$ cat src/rtl/fractcam_entry_wr.sv
// fractcam_entry_wr: write-side controller for the FractCAM LUT-based TCAM.
// A (key, mask) rule for one entry becomes 64 LUT-RAM write cycles, one per
// 6-bit search value, with every key slice written in parallel. The block
// also owns the per-entry valid vector that qualifies the match lines.
//
// Optional build macro: FRACTCAM_WR_QUEUE_EN adds a 2-entry in-order request
// FIFO in front of the FSM, so requests can be accepted during a sweep.
//
// Ports:
//   clk, rst_n                  clock, asynchronous active-low reset
//   wr_valid/wr_ready           request handshake
//   wr_op                       0 = write rule, 1 = delete entry
//   wr_addr, wr_key, wr_mask    target entry, rule key, care mask (1 = compare)
//   lut_we, lut_wentry          LUT-RAM write enable and entry (column)
//   lut_waddr, lut_wdata        search value and one match bit per slice
//   entry_vld                   per-entry valid bits
//   busy, done                  sweep in progress, one-cycle completion pulse
module fractcam_entry_wr #(
  parameter int unsigned KEY_WIDTH = 48,
  parameter int unsigned DEPTH     = 32,
  parameter int unsigned ADDR_W    = $clog2(DEPTH),
  localparam int unsigned NUM_SLICE = (KEY_WIDTH + 5) / 6
) (
  input  logic                 clk,
  input  logic                 rst_n,
  input  logic                 wr_valid,
  output logic                 wr_ready,
  input  logic                 wr_op,
  input  logic [ADDR_W-1:0]    wr_addr,
  input  logic [KEY_WIDTH-1:0] wr_key,
  input  logic [KEY_WIDTH-1:0] wr_mask,
  output logic                 lut_we,
  output logic [ADDR_W-1:0]    lut_wentry,
  output logic [5:0]           lut_waddr,
  output logic [NUM_SLICE-1:0] lut_wdata,
  output logic [DEPTH-1:0]     entry_vld,
  output logic                 busy,
  output logic                 done
);

  localparam int unsigned PAD_W = NUM_SLICE * 6;

  typedef enum logic {IDLE, SWEEP} state_t;

  state_t                 state;
  logic [PAD_W-1:0]       key_q;
  logic [PAD_W-1:0]       mask_q;

  // Request presented to the FSM (direct inputs or FIFO head)
  logic                   req_go;
  logic                   req_op;
  logic [ADDR_W-1:0]      req_addr;
  logic [KEY_WIDTH-1:0]   req_key;
  logic [KEY_WIDTH-1:0]   req_mask;
  logic [PAD_W-1:0]       req_key_p;
  logic [PAD_W-1:0]       req_mask_p;
  logic                   addr_ok;

  // Zero padding of the mask makes bits above KEY_WIDTH don't-care
  assign req_key_p  = PAD_W'(req_key);
  assign req_mask_p = PAD_W'(req_mask);
  assign addr_ok    = (32'(req_addr) < DEPTH);

  // One match bit per slice for search value a
  function automatic logic [NUM_SLICE-1:0] slice_match(input logic [5:0]       a,
                                                       input logic [PAD_W-1:0] k,
                                                       input logic [PAD_W-1:0] m);
    logic [NUM_SLICE-1:0] r;
    r = '0;
    for (int unsigned s = 0; s < NUM_SLICE; s++) begin
      r[s] = ((a ^ k[6*s +: 6]) & m[6*s +: 6]) == 6'd0;
    end
    return r;
  endfunction

`ifdef FRACTCAM_WR_QUEUE_EN
  typedef struct packed {
    logic                 op;
    logic [ADDR_W-1:0]    addr;
    logic [KEY_WIDTH-1:0] key;
    logic [KEY_WIDTH-1:0] mask;
  } req_t;

  req_t       fifo_mem [2];
  logic       rd_ptr;
  logic       wr_ptr;
  logic [1:0] fifo_cnt;
  logic [1:0] fifo_cnt_nxt;
  logic       push;
  logic       pop;

  assign push         = wr_valid && wr_ready;
  assign pop          = (state == IDLE) && (fifo_cnt != 2'd0);
  assign fifo_cnt_nxt = fifo_cnt + 2'(push) - 2'(pop);

  assign req_go   = pop;
  assign req_op   = fifo_mem[rd_ptr].op;
  assign req_addr = fifo_mem[rd_ptr].addr;
  assign req_key  = fifo_mem[rd_ptr].key;
  assign req_mask = fifo_mem[rd_ptr].mask;

  // FIFO storage (payload only, no reset needed)
  always_ff @(posedge clk) begin
    if (push) begin
      fifo_mem[wr_ptr] <= '{op: wr_op, addr: wr_addr, key: wr_key, mask: wr_mask};
    end
  end

  // FIFO pointers, occupancy and ready
  always_ff @(posedge clk or negedge rst_n) begin
    if (!rst_n) begin
      rd_ptr   <= 1'b0;
      wr_ptr   <= 1'b0;
      fifo_cnt <= 2'd0;
      wr_ready <= 1'b0;
    end else begin
      if (push) wr_ptr <= ~wr_ptr;
      if (pop)  rd_ptr <= ~rd_ptr;
      fifo_cnt <= fifo_cnt_nxt;
      wr_ready <= (fifo_cnt_nxt != 2'd2);
    end
  end
`else
  logic start_sweep;
  logic sweep_end;

  assign req_go      = wr_valid && wr_ready && (state == IDLE);
  assign req_op      = wr_op;
  assign req_addr    = wr_addr;
  assign req_key     = wr_key;
  assign req_mask    = wr_mask;
  assign start_sweep = req_go && !req_op && addr_ok;
  assign sweep_end   = (state == SWEEP) && (lut_waddr == 6'd63);

  // Ready drops at the accepting edge of a write and returns when its sweep ends
  always_ff @(posedge clk or negedge rst_n) begin
    if (!rst_n) begin
      wr_ready <= 1'b0;
    end else begin
      wr_ready <= (state == IDLE) ? !start_sweep : sweep_end;
    end
  end
`endif

  // Sweep FSM with registered LUT write port and valid vector
  always_ff @(posedge clk or negedge rst_n) begin
    if (!rst_n) begin
      state      <= IDLE;
      lut_we     <= 1'b0;
      lut_wentry <= '0;
      lut_waddr  <= '0;
      lut_wdata  <= '0;
      entry_vld  <= '0;
      busy       <= 1'b0;
      done       <= 1'b0;
      key_q      <= '0;
      mask_q     <= '0;
    end else begin
      done <= 1'b0;
      case (state)
        IDLE: begin
          if (req_go) begin
            if (!addr_ok) begin
              done <= 1'b1;
            end else if (req_op) begin
              entry_vld[req_addr] <= 1'b0;
              done                <= 1'b1;
            end else begin
              // Entry stays invalid until its last LUT word is written
              entry_vld[req_addr] <= 1'b0;
              key_q               <= req_key_p;
              mask_q              <= req_mask_p;
              lut_wentry          <= req_addr;
              lut_waddr           <= 6'd0;
              lut_wdata           <= slice_match(6'd0, req_key_p, req_mask_p);
              lut_we              <= 1'b1;
              busy                <= 1'b1;
              state               <= SWEEP;
            end
          end
        end
        SWEEP: begin
          lut_waddr <= lut_waddr + 6'd1;
          if (lut_waddr == 6'd63) begin
            lut_we                <= 1'b0;
            busy                  <= 1'b0;
            lut_wdata             <= '0;
            entry_vld[lut_wentry] <= 1'b1;
            done                  <= 1'b1;
            state                 <= IDLE;
          end else begin
            lut_wdata <= slice_match(lut_waddr + 6'd1, key_q, mask_q);
          end
        end
        default: state <= IDLE;
      endcase
    end
  end

endmodule
$ cat config.mk
export PLATFORM = sky130hd
export DESIGN_NAME = fractcam_entry_wr
export DESIGN_NICKNAME = d
export VERILOG_FILES = /design/src/rtl/fractcam_entry_wr.sv
export SDC_FILE = /design/constraint.sdc
export NUM_CORES = 1
export LEC_CHECK = 0
export CAP_MARGIN = 20
export CORE_MARGIN = 3
export CORE_UTILIZATION = 55
export DETAILED_ROUTE_END_ITERATION = 12
export PLACE_DENSITY = 0.83
export SLEW_MARGIN = 20
export SYNTH_ARGS = -nofsm -noshare
export SYNTH_HDL_FRONTEND = slang
export SYNTH_SLANG_ARGS = --single-unit
$ cat constraint.sdc
create_clock -name clk -period 5.8 [get_ports clk]
set_clock_uncertainty 0.15 [all_clocks]
set_input_delay 0.58 -clock clk [delete_from_list [all_inputs] [get_ports clk]]
set_output_delay 0.58 -clock clk [all_outputs]
set_load 0.005 [all_outputs]
[Word level (Yosys, flattened, before mapping)]
Cells that the tools add are included.
Cells by class
  eq/ne operators: 4
  order comparisons: 4
  multiplexer cells: 27
  bitwise logic cells: 29
  reductions and logical operators: 28
  $add $sub $neg: 1
Operators by type and width (count)
  $and A6 B6 Y6: 16
  $logic_not A6 Y1: 16
  $mux W32: 2
  $pmux W32 S2: 1
  $xor A6 B6 Y6: 8
  $and A32 B32 Y32: 1
  $not A32 Y32: 1
  $or A32 B32 Y32: 1
  $mux W8: 3
  $pmux W8 S2: 1
  $lt A5 B6 Y1 const B: 2
  $mux W1: 12
  $mux W6: 2
  $pmux W6 S2: 1
  $demux W1 S5: 2
  $ge A5 B1 Y1 const B: 2
  $add A6 B1 Y6 const B: 1
  $eq A6 B6 Y1 const B: 1
  $logic_and A1 B1 Y1: 6
  $pmux W1 S2: 3
  $reduce_and A3 Y1: 2
  $ne A2 B2 Y1 const B: 2
  $reduce_and A2 Y1: 2
  $logic_not A1 Y1: 2
  other kinds (2): 3
Word-level totals
  register bits after elaboration: 151
  word-level logic and storage cells: 103
  output and inout bits: 55

[Depth between registers and ports, before layout]
Gate-level depths: netlist of run 1.
  depth after elaboration: 8
  mapped depth: 7
  mapped depth without buffers: 6

[Worst setup path before layout of run 1]
Ideal clock, no wire load.
  path kind: reg-to-reg
  from: reg lut_waddr[0]
  to: reg lut_wdata[1]
  required time: 5.558 ns
  setup time: 0.092 ns
  setup slack: 3.644 ns
  stages on the path, launching flop included: 7
  buffers on the path: 0
  arrival: 1.914 ns
  cell sequence: dfrtp_1 -> ha_1 -> xor2_2 -> xor2_1 -> a32o_1 -> a211o_2 -> o31ai_2
On the way
  cells in the longest elaborated chain, start to end: 6
  elaborated cells between the ends (all ways): 7
Ends and longest elaborated chain
  start: declaration: RTL line 34  | output logic [5:0] lut_waddr,
  start signal: assignment: RTL line 183  | lut_waddr <= lut_waddr + 6'd1;
  $add A6 B1 Y6: RTL line 192  | lut_wdata <= slice_match(lut_waddr + 6'd1, key_q, mask_q);
  $xor A6 B6 Y6: RTL line 71  | r[s] = ((a ^ k[6*s +: 6]) & m[6*s +: 6]) == 6'd0;
  $and A6 B6 Y6: RTL line 71
  $logic_not A6 Y1: RTL line 71
  $mux W8 (*): RTL line 184  | if (lut_waddr == 6'd63) begin
  $pmux W8 S2 (*): RTL line 160  | case (state)
  end signal: assignment: RTL line 175  | lut_wdata <= slice_match(6'd0, req_key_p, req_mask_p);
  end signal: assignment: RTL line 192
  end: declaration: RTL line 35  | output logic [NUM_SLICE-1:0] lut_wdata,
Mark *: on every way between the ends. The rest lies on a longest branch, timed or not.
A chain may end at the register's enable or synchronous reset.

[Worst setup path in the final report of run 1]
  from: reg lut_waddr[0]
  to: reg lut_wdata[0]
Same word-level chain as after synthesis.

==> results of run 1 <==
[area by class of cell]
cell class | instances | area share (%)
clock inverter | 13 | 2.57
multi-input combinational | 419 | 34.7
sequential | 151 | 38.9
inverter | 11 | 0.425
clock buffer | 19 | 4.55
tap | 172 | 2.21
timing repair buffer | 163 | 16.7
[power groups by stage]
stage | clock (mW) | combinational, mW | sequential (mW)
finish | 1.29 | 1.92 | 2.02
global route | 1.35 | 2.10 | 2.08
CTS | 1.30 | 1.94 | 2.01
detailed placement | 0 | 1.91 | 2.02
global placement | 0 | 1.84 | 1.98
floorplan | 0 | 1.38 | 1.79
[synthesized netlist by cell type (all sizes together) (12+ instances only)]
cell | instances | area share, %
a21oi | 43 | 3.0
nor2 | 19 | 1.1
a22oi | 12 | 1.2
buf | 18 | 1.4
clkbuf | 12 | 0.75
nand3 | 24 | 2.0
xnor2 | 21 | 2.8
xor2 | 19 | 2.7
nand2 | 31 | 1.6
o21ai | 43 | 2.9
dfrtp | 151 | 51
mux2 | 95 | 15
[through the flow]
step | cells | utilization (%) | setup slack (ns)
detailed placement | 916 | 70.4 | 2.71
global route | 948 | 75.8 | 2.59
finish | 948 | 75.8 | 2.72
CTS | 948 | 75.8 | 2.71
floorplan | 611 | - | 3.64
global placement | 916 | 70.4 | 2.84
[cell families after synthesis]
kind of cell	count (synthesis)
flops	151
compound gates	147
simple gates	132
mux	95
xor+xnor	44
buf+inv	41
fa+ha+maj	1
[metal layers]
layer / wire length (um) / vias up
met1: 7850 / 2868
met2: 10000 / 266
met4: 452 / 0
li1: - / 2555
met3: 1400 / 40
met5: 0 / -
[worst max path at each step]
stage | startpoint | to | slack [ns] | cells past startpoint
after floorplan | lut_waddr[0]$_DFFE_PN0P_ | lut_wdata[1]$_DFFE_PN0P_ | 3.64 | 6
after global placement | lut_waddr[0]$_DFFE_PN0P_ | lut_wdata[1]$_DFFE_PN0P_ | 2.84 | 6
after detailed placement | lut_waddr[0]$_DFFE_PN0P_ | lut_wdata[0]$_DFFE_PN0P_ | 2.71 | 6
after CTS | lut_waddr[0]$_DFFE_PN0P_ | lut_wdata[5]$_DFFE_PN0P_ | 2.71 | 6
after global routing | lut_waddr[0]$_DFFE_PN0P_ | lut_wdata[0]$_DFFE_PN0P_ | 2.59 | 6
final | lut_waddr[0]$_DFFE_PN0P_ | lut_wdata[0]$_DFFE_PN0P_ | 2.72 | 6
[cell usage in the layout (no fill, tap or decap), drive strengths merged, types with 11 or more instances in the layout]
cell           netlist  final
clkdlybuf4s50        0    158
xor2                19     19
clkbuf              12     19
and3                11     11
a21oi               43     43
xnor2               21     21
nor3b               11     11
dfrtp              151    151
inv                 11     11
nand2               31     31
mux2                95     95
a22oi               12     12
o21ai               43     43
nor2                19     19
nand3               24     24
[registers in the layout, summed over array words and instances, names as in the netlist]
register / cells
lut_wdata: 8
entry_vld: 32
mask_q: 48
busy: 1
lut_waddr: 6
lut_wentry: 5
done: 1
state: 1
wr_ready: 1
key_q: 48
==> flow_summary.toml, run 1 <==
[critical_path]
cp_slowest_cell = "dfrtp_1"
slowest_delay_ns = 0.90
r2r-start = "lut_waddr[0]$_DFFE_PN0P_"
cp-start-kind = "flop"
cp_top_family = "flip-flops"
crit_chain = "ha_1 > xor2_2 > xor2_1 > a211oi_1 > nand4b_1 > o31ai_2"
path_max_fanout = 14
setup.worst_path.class = "flop to flop"
worstPathArrival_ns = 3.26
reg2reg_depth = 6
rrSetupSlack_ns = 2.72
path_buf_inv = 0
regToRegEndpoint = "lut_wdata[0]$_DFFE_PN0P_"
endpoint_kind = "flop"
required_ns = 5.97

[timing]
fin_hold_ws_ns = 0.0683
fin_crit_ns = 3.08
setup_violations = 0
tightestPinTransition_ns = 1.05
hold_viol_final = 0
slew_headroom_pct = 30.2
slew_violations = 0
fin_crit_sh_pct = 53.1
rsz0062_at_grt = "no"
fmax_mhz = 324
finalSetupTns_ns = 0

[layout]
regArea_sq_mm = 0.00378
nFillCells = 855
design_area_sq_mm = 0.00973
layout-drive-gt1-share_pct = 21.3
diodes = 0
multi_input_area_sq_mm = 0.00337
fin_nets = 869
area_growth_pct = 32.5

[clock_network]
cts_buffer_depth = 2
post_cts_resized = 0
clk_pin_slew_ns = 0.06
numCtsBuffers = 17
clockRootBuffer = "clkbuf_16"
cts_sinks = 151
cts_setup_buffers = 0
cts_tree = "done"
insertion_delay_ns = 0.43
cts_hold_buf = 0
h-tree-depth = 4

[yosys]
synth_top_family_by_area = "multiplexers"
synth_compound_area_share_pct = 13.5
syn_nets = 717
syn_area_sq_mm = 0.00734
ys_warn_count = 0
synth.distinct_cells = 54
synth-main-ff-cell = "dfrtp_1"
syn_avg_cell_area_sq_um = 12.0
synth_xor_area_share_pct = 6.71
async_reset_ff_share_pct = 100
syn_inst = 611
synth_adder_area_share_pct = 0.170
synth_seq_area_share_pct = 51.5
ys_ff_latch = 151
yosys.area_share.simple_pct = 10.8
synth-edff-count = 0
synth_mux_area_share_pct = 14.6

[power_and_ir_drop]
p_leak_nw = 4.04
vdd_drop_max_mv = 0.279
internal-power_mw = 3.49
clockPowerShare_pct = 24.7
p_sw_mw = 1.75
sequentialPowerShare_pct = 38.6
swShare_pct = 33.3
power_mw = 5.24
cellPowerDensity_mw_per_mm2 = 539
combinationalPowerShare_pct = 36.7

[floorplan]
fp-row-count = 41
dieHeight_um = 122
initial_core_util_pct = 57.2
boundaryPins = 160
die_w_um = 122
core_region_area_sq_mm = 0.0128
die_area_sq_mm = 0.0148

[routing]
ant_nets = 0
vias_per_cell = 6.04
drc = 0
wl_per_cell_um = 20.8
routed-via-count = 5729
routed_wl_um = 19700
dr.pass1.iters = 5
first_iter_violations = 536

[global_routing]
use_met3_pct = 5.99
busiest_layer = "met2"
track_usage_pct = 28.0
overflow = 0
grt_pass1_wl_um = 31900
antenna_found_initial = 0
grt_max_degree = 91
met2_usage_pct = 46.6
grt_util_met1_pct = 36.3
grt_pass1_vias = 6106

[place]
dpl_cell_area_sq_mm = 0.00903
portBuffers = 159
dp_hpwl_um = 13800
place_congestion = 0.921

[flow_run]
drv_cap = 0

[worst_hold_path]
hp-class = "input pin to async pin"

[run_status]
outcome = "complete, no violations"
No activity file was read; power rests on OpenSTA's default activity.
==> run 2, diff against run 1 <==
CORE_UTILIZATION = 51   (was 55)
PLACE_DENSITY = 0.77   (was 0.83)
clock period = 3.2 ns   (was 5.8 ns; I/O delays follow)
==> flow_summary.toml, run 2 (synthesized netlist as in run 1, its figures left out) <==
[run_status]
outcome = "complete, no violations"

[timing]
setup_violations = 0
slew_violations = 0
rsz0062_at_grt = "no"
fin_crit_sh_pct = 78.0
tightestPinTransition_ns = 0.903
fmax_mhz = 401
finalSetupTns_ns = 0
slew_headroom_pct = 39.8
fin_crit_ns = 2.50
hold_viol_final = 0
fin_hold_ws_ns = 0.349

[clock_network]
cts_tree = "done"
cts_sinks = 151
cts_hold_buf = 1
clk_pin_slew_ns = 0.06
clockRootBuffer = "clkbuf_16"
cts_setup_buffers = 0
numCtsBuffers = 17
h-tree-depth = 4
cts_buffer_depth = 2
post_cts_resized = 0
insertion_delay_ns = 0.42

[power_and_ir_drop]
internal-power_mw = 5.97
combinationalPowerShare_pct = 39.6
swShare_pct = 33.6
clockPowerShare_pct = 20.9
sequentialPowerShare_pct = 39.5
p_leak_nw = 4.03
cellPowerDensity_mw_per_mm2 = 930
power_mw = 8.99
p_sw_mw = 3.02
vdd_drop_max_mv = 0.434

[worst_hold_path]
hp-class = "flop to flop"
min_to = "mask_q[9]$_DFFE_PN0P_"
min-delay-start = "mask_q[9]$_DFFE_PN0P_"
holdPathStages = 1

[critical_path]
slowest_delay_ns = 0.67
cp-start-kind = "flop"
required_ns = 3.37
r2r-start = "lut_waddr[1]$_DFFE_PN0P_"
rrSetupSlack_ns = 0.70
worstPathArrival_ns = 2.66
reg2reg_depth = 6
cp_slowest_cell = "xor2_2"
crit_chain = "ha_1 > xor2_2 > xor2_1 > a32o_1 > a211o_2 > o31ai_2"
critical_path.startpoint = "lut_waddr[1]$_DFFE_PN0P_"
setup.worst_path.class = "flop to flop"
path_max_fanout = 9
endpoint_kind = "flop"
regToRegEndpoint = "lut_wdata[1]$_DFFE_PN0P_"

[place]
dp_hpwl_um = 13800
portBuffers = 159
place_congestion = 0.907

[routing]
routed_wl_um = 19300
dr.pass1.iters = 5
wl_per_cell_um = 20.1
ant_nets = 0
routed-via-count = 5756
drc = 0
vias_per_cell = 5.98
first_iter_violations = 706

[floorplan]
fp-row-count = 43
dieHeight_um = 126
die_area_sq_mm = 0.0159
boundaryPins = 160
core_region_area_sq_mm = 0.0140
initial_core_util_pct = 52.5
die_w_um = 126

[layout]
mostFrequentLayoutCell = "clkdlybuf4s50_1"
top_regs = "key_q: 48 flops, mask_q: 48 flops, entry_vld: 32 flops"
nFillCells = 1024
multi_input_area_sq_mm = 0.00337
diodes = 0
layout-drive-gt1-share_pct = 21.1
fin_nets = 877
final_cell_mix = "158 x clkdlybuf4s50_1, 151 x dfrtp_1, 95 x mux2_2"
regArea_sq_mm = 0.00378
area_growth_pct = 31.7

[flow_run]
drv_cap = 0

[global_routing]
grt_pass1_wl_um = 31400
track_usage_pct = 24.9
antenna_found_initial = 0
grt_pass1_vias = 5935
overflow = 0
grt_max_degree = 115
## run 2: cell count changes in the layout (fill, tap and decap cells not counted), sizes merged
cell,delta
dlygate4sd3,+1
clkbuf,+9
clkinvlp,-4
bufinv,-6
buf,+6
## run 2: power groups by stage
stage	Clock (mW)	Combinational (mW)	Sequential [mW]
final	1.88	3.56	3.55
after global routing	2.00	3.87	3.67
after CTS	1.91	3.58	3.55
after detailed placement	0	3.56	3.57
after global placement	0	3.45	3.52
after floorplan	0	2.50	3.24
## run 2: worst max-delay path by stage
stage                                           to  slack [ns]  cells past startpoint
after floorplan           lut_wdata[1]$_DFFE_PN0P_        1.04                      6
after global placement    lut_wdata[1]$_DFFE_PN0P_        0.81                      6
after detailed placement  lut_wdata[1]$_DFFE_PN0P_        0.71                      6
after CTS                 lut_wdata[1]$_DFFE_PN0P_        0.72                      6
after global routing      lut_wdata[1]$_DFFE_PN0P_        0.58                      6
final                     lut_wdata[1]$_DFFE_PN0P_        0.70                      6
## run 2: through the flow
step | utilization, % | setup WS (ns) | area [sq um] | instances
final | 69.1 | 0.704 | 9670 | 962
after global placement | 65.1 | 0.806 | 9100 | 931
after CTS | 69.1 | 0.724 | 9670 | 962
after detailed placement | 65.1 | 0.710 | 9100 | 931
after global routing | 69.1 | 0.577 | 9670 | 962
after floorplan | - | 1.04 | 7340 | 611
## run 2: metal layers
| layer | global-route usage (%) | up-vias | wire, um |
|---|---|---|---|
| met3 | 4.83 | 44 | 1240 |
| li1 | - | 2579 | - |
| met4 | 9.84 | 0 | 512 |
| met5 | 0 | - | 0 |
| met1 | 33.6 | 2875 | 8240 |
| met2 | 40.1 | 258 | 9350 |
## run 2: cell type report
cell class / count / area share [%]
repair buffers: 171 / 17.6
inverters: 11 / 0.427
clock inverters: 3 / 0.414
clock buffers: 27 / 5.31
well taps: 180 / 2.33
multi-input cells: 419 / 34.9
flip-flops and latches: 151 / 39.1
## run 2: critical path, delay by kind of cell (launching register included)
kind	cells	cell delay, ns
XOR/XNOR	2	0.81
adder cells (fa/ha/maj)	1	0.28
flip-flops	1	0.41
AO/OA/AOI/OAI	3	0.75
==> run 3, diff against run 2 <==
clock period = 2.6 ns   (was 3.2 ns; I/O delays follow)
==> flow_summary.toml, run 3 (synthesized netlist as in run 1, its figures left out) <==
[floorplan]
fp-row-count = 43
dieHeight_um = 126
die_w_um = 126
initial_core_util_pct = 52.5
die_area_sq_mm = 0.0159
boundaryPins = 160
core_region_area_sq_mm = 0.0140

[critical_path]
endpoint_kind = "flop"
path_max_fanout = 9
cp-start-kind = "flop"
worstPathArrival_ns = 2.68
required_ns = 2.78
setup.worst_path.class = "flop to flop"

[clock_network]
clk_pin_slew_ns = 0.06
cts_tree = "done"
numCtsBuffers = 17
cts_buffer_depth = 2
clockRootBuffer = "clkbuf_16"
insertion_delay_ns = 0.42
h-tree-depth = 4
cts_sinks = 151

[layout]
final_cell_mix = "158 x clkdlybuf4s50_1, 151 x dfrtp_1, 95 x mux2_2"
final_cells = 967
multi_input_area_sq_mm = 0.00338
top_regs = "key_q: 48 flops, mask_q: 48 flops, entry_vld: 32 flops"
fin_nets = 881
mostFrequentLayoutCell = "clkdlybuf4s50_1"
nFillCells = 1034
regArea_sq_mm = 0.00378
area_growth_pct = 33.6
layout-drive-gt1-share_pct = 22.0
diodes = 0

[routing]
wl_per_cell_um = 20.7
drc = 0
ant_nets = 0
first_iter_violations = 479
route.met2.wl_um = 9980
dr.pass1.iters = 5
vias_per_cell = 5.96
wirelength_met1_um = 8480
routed_wl_um = 20000
highest_layer = "met4"
routed-via-count = 5768
wl_met3_um = 1120

[flow_run]
drv_cap = 0

[timing]
slew_headroom_pct = 58.3
rsz0062_at_grt = "no"
fin_crit_sh_pct = 96.2
hold_viol_final = 0
fmax_mhz = 400
setup_violations = 0
slew_violations = 0
fin_crit_ns = 2.50
tightestPinTransition_ns = 0.622
fin_hold_ws_ns = 0.197
finalSetupTns_ns = 0

[power_and_ir_drop]
internal-power_mw = 7.61
vdd_drop_max_mv = 0.666
p_leak_nw = 4.09
combinationalPowerShare_pct = 39.2
p_sw_mw = 3.83
swShare_pct = 33.5
sequentialPowerShare_pct = 38.3
clockPowerShare_pct = 22.6
cellPowerDensity_mw_per_mm2 = 1170

[global_routing]
grt_pass1_vias = 5986
antenna_found_initial = 0
track_usage_pct = 25.5
grt_max_degree = 62
grt_pass1_wl_um = 31900
overflow = 0

[place]
place_congestion = 0.913
portBuffers = 159
dp.cells = 935
dp_hpwl_um = 14600

[worst_hold_path]
hp-class = "input pin to async pin"

[run_status]
outcome = "complete, no violations"
## run 3: through the flow
stage	setup WS (ns)	power (mW)	area [sq um]	util (%)
after floorplan	0.444	7.06	7340	-
after global placement	0.207	8.63	9160	65.5
after detailed placement	0.0872	8.83	9160	65.5
after CTS	0.0992	11.5	9810	70.1
after global routing	0.0253	12.1	9810	70.1
final	0.0998	11.4	9810	70.1
## run 3: path summary, 6_finish.rpt
path | from | cells after the start | slack [ns] | endpoint
min in group clk | wr_key[41] | 3 | 0.33 | key_q[41]$_DFFE_PN0P_
hold reg to reg | mask_q[9]$_DFFE_PN0P_ | 1 | 0.36 | mask_q[9]$_DFFE_PN0P_
setup / recovery | lut_waddr[1]$_DFFE_PN0P_ | 6 | 0.1 | lut_wdata[2]$_DFFE_PN0P_
setup reg to reg | lut_waddr[1]$_DFFE_PN0P_ | 6 | 0.1 | lut_wdata[2]$_DFFE_PN0P_
hold / removal | rst_n | 2 | 0.20 | key_q[43]$_DFFE_PN0P_
max in group asynchronous | rst_n | 3 | 1.37 | entry_vld[10]$_DFFE_PN0P_
## run 3: final cells by class
class / instances / share of cell area, %
Sequential cell: 151 / 38.5
Multi-Input combinational cell: 419 / 34.5
Timing Repair Buffer: 175 / 17.9
Clock buffer: 25 / 5.26
Tap cell: 180 / 2.30
Clock inverter: 6 / 1.14
Inverter: 11 / 0.421
## run 3: what timing repair did
item | in CTS | in global routing
buffers inserted | 0 | 0
gates resized for setup | 1 | 0
endpoints found under the hold margin | 47 | 0
hold buffers | 1 | 0
endpoints found under the setup margin | 1 | 0
## run 3: power groups by stage
stage,sequential (mW),combinational [mW],clock [mW]
after floorplan,3.99,3.07,0
after global placement,4.35,4.28,0
after detailed placement,4.39,4.44,0
after CTS,4.36,4.51,2.62
after global routing,4.51,4.85,2.72
final,4.38,4.48,2.59
## run 3: worst max-delay path, cell delays in order, from the launching register on
cell and delay (ns):
dfrtp_1 0.42, ha_1 0.69, xor2_1 0.16, a22o_1 0.26, a211oi_1 0.26, nand4b_1 0.20
o31ai_2 0.28
## run 3: routing by layer
layer | global-route usage [%] | up-vias
met5 | 0 | -
met3 | 6.02 | 42
met2 | 42.4 | 233
li1 | - | 2580
met1 | 33.6 | 2913
met4 | 7.38 | 0
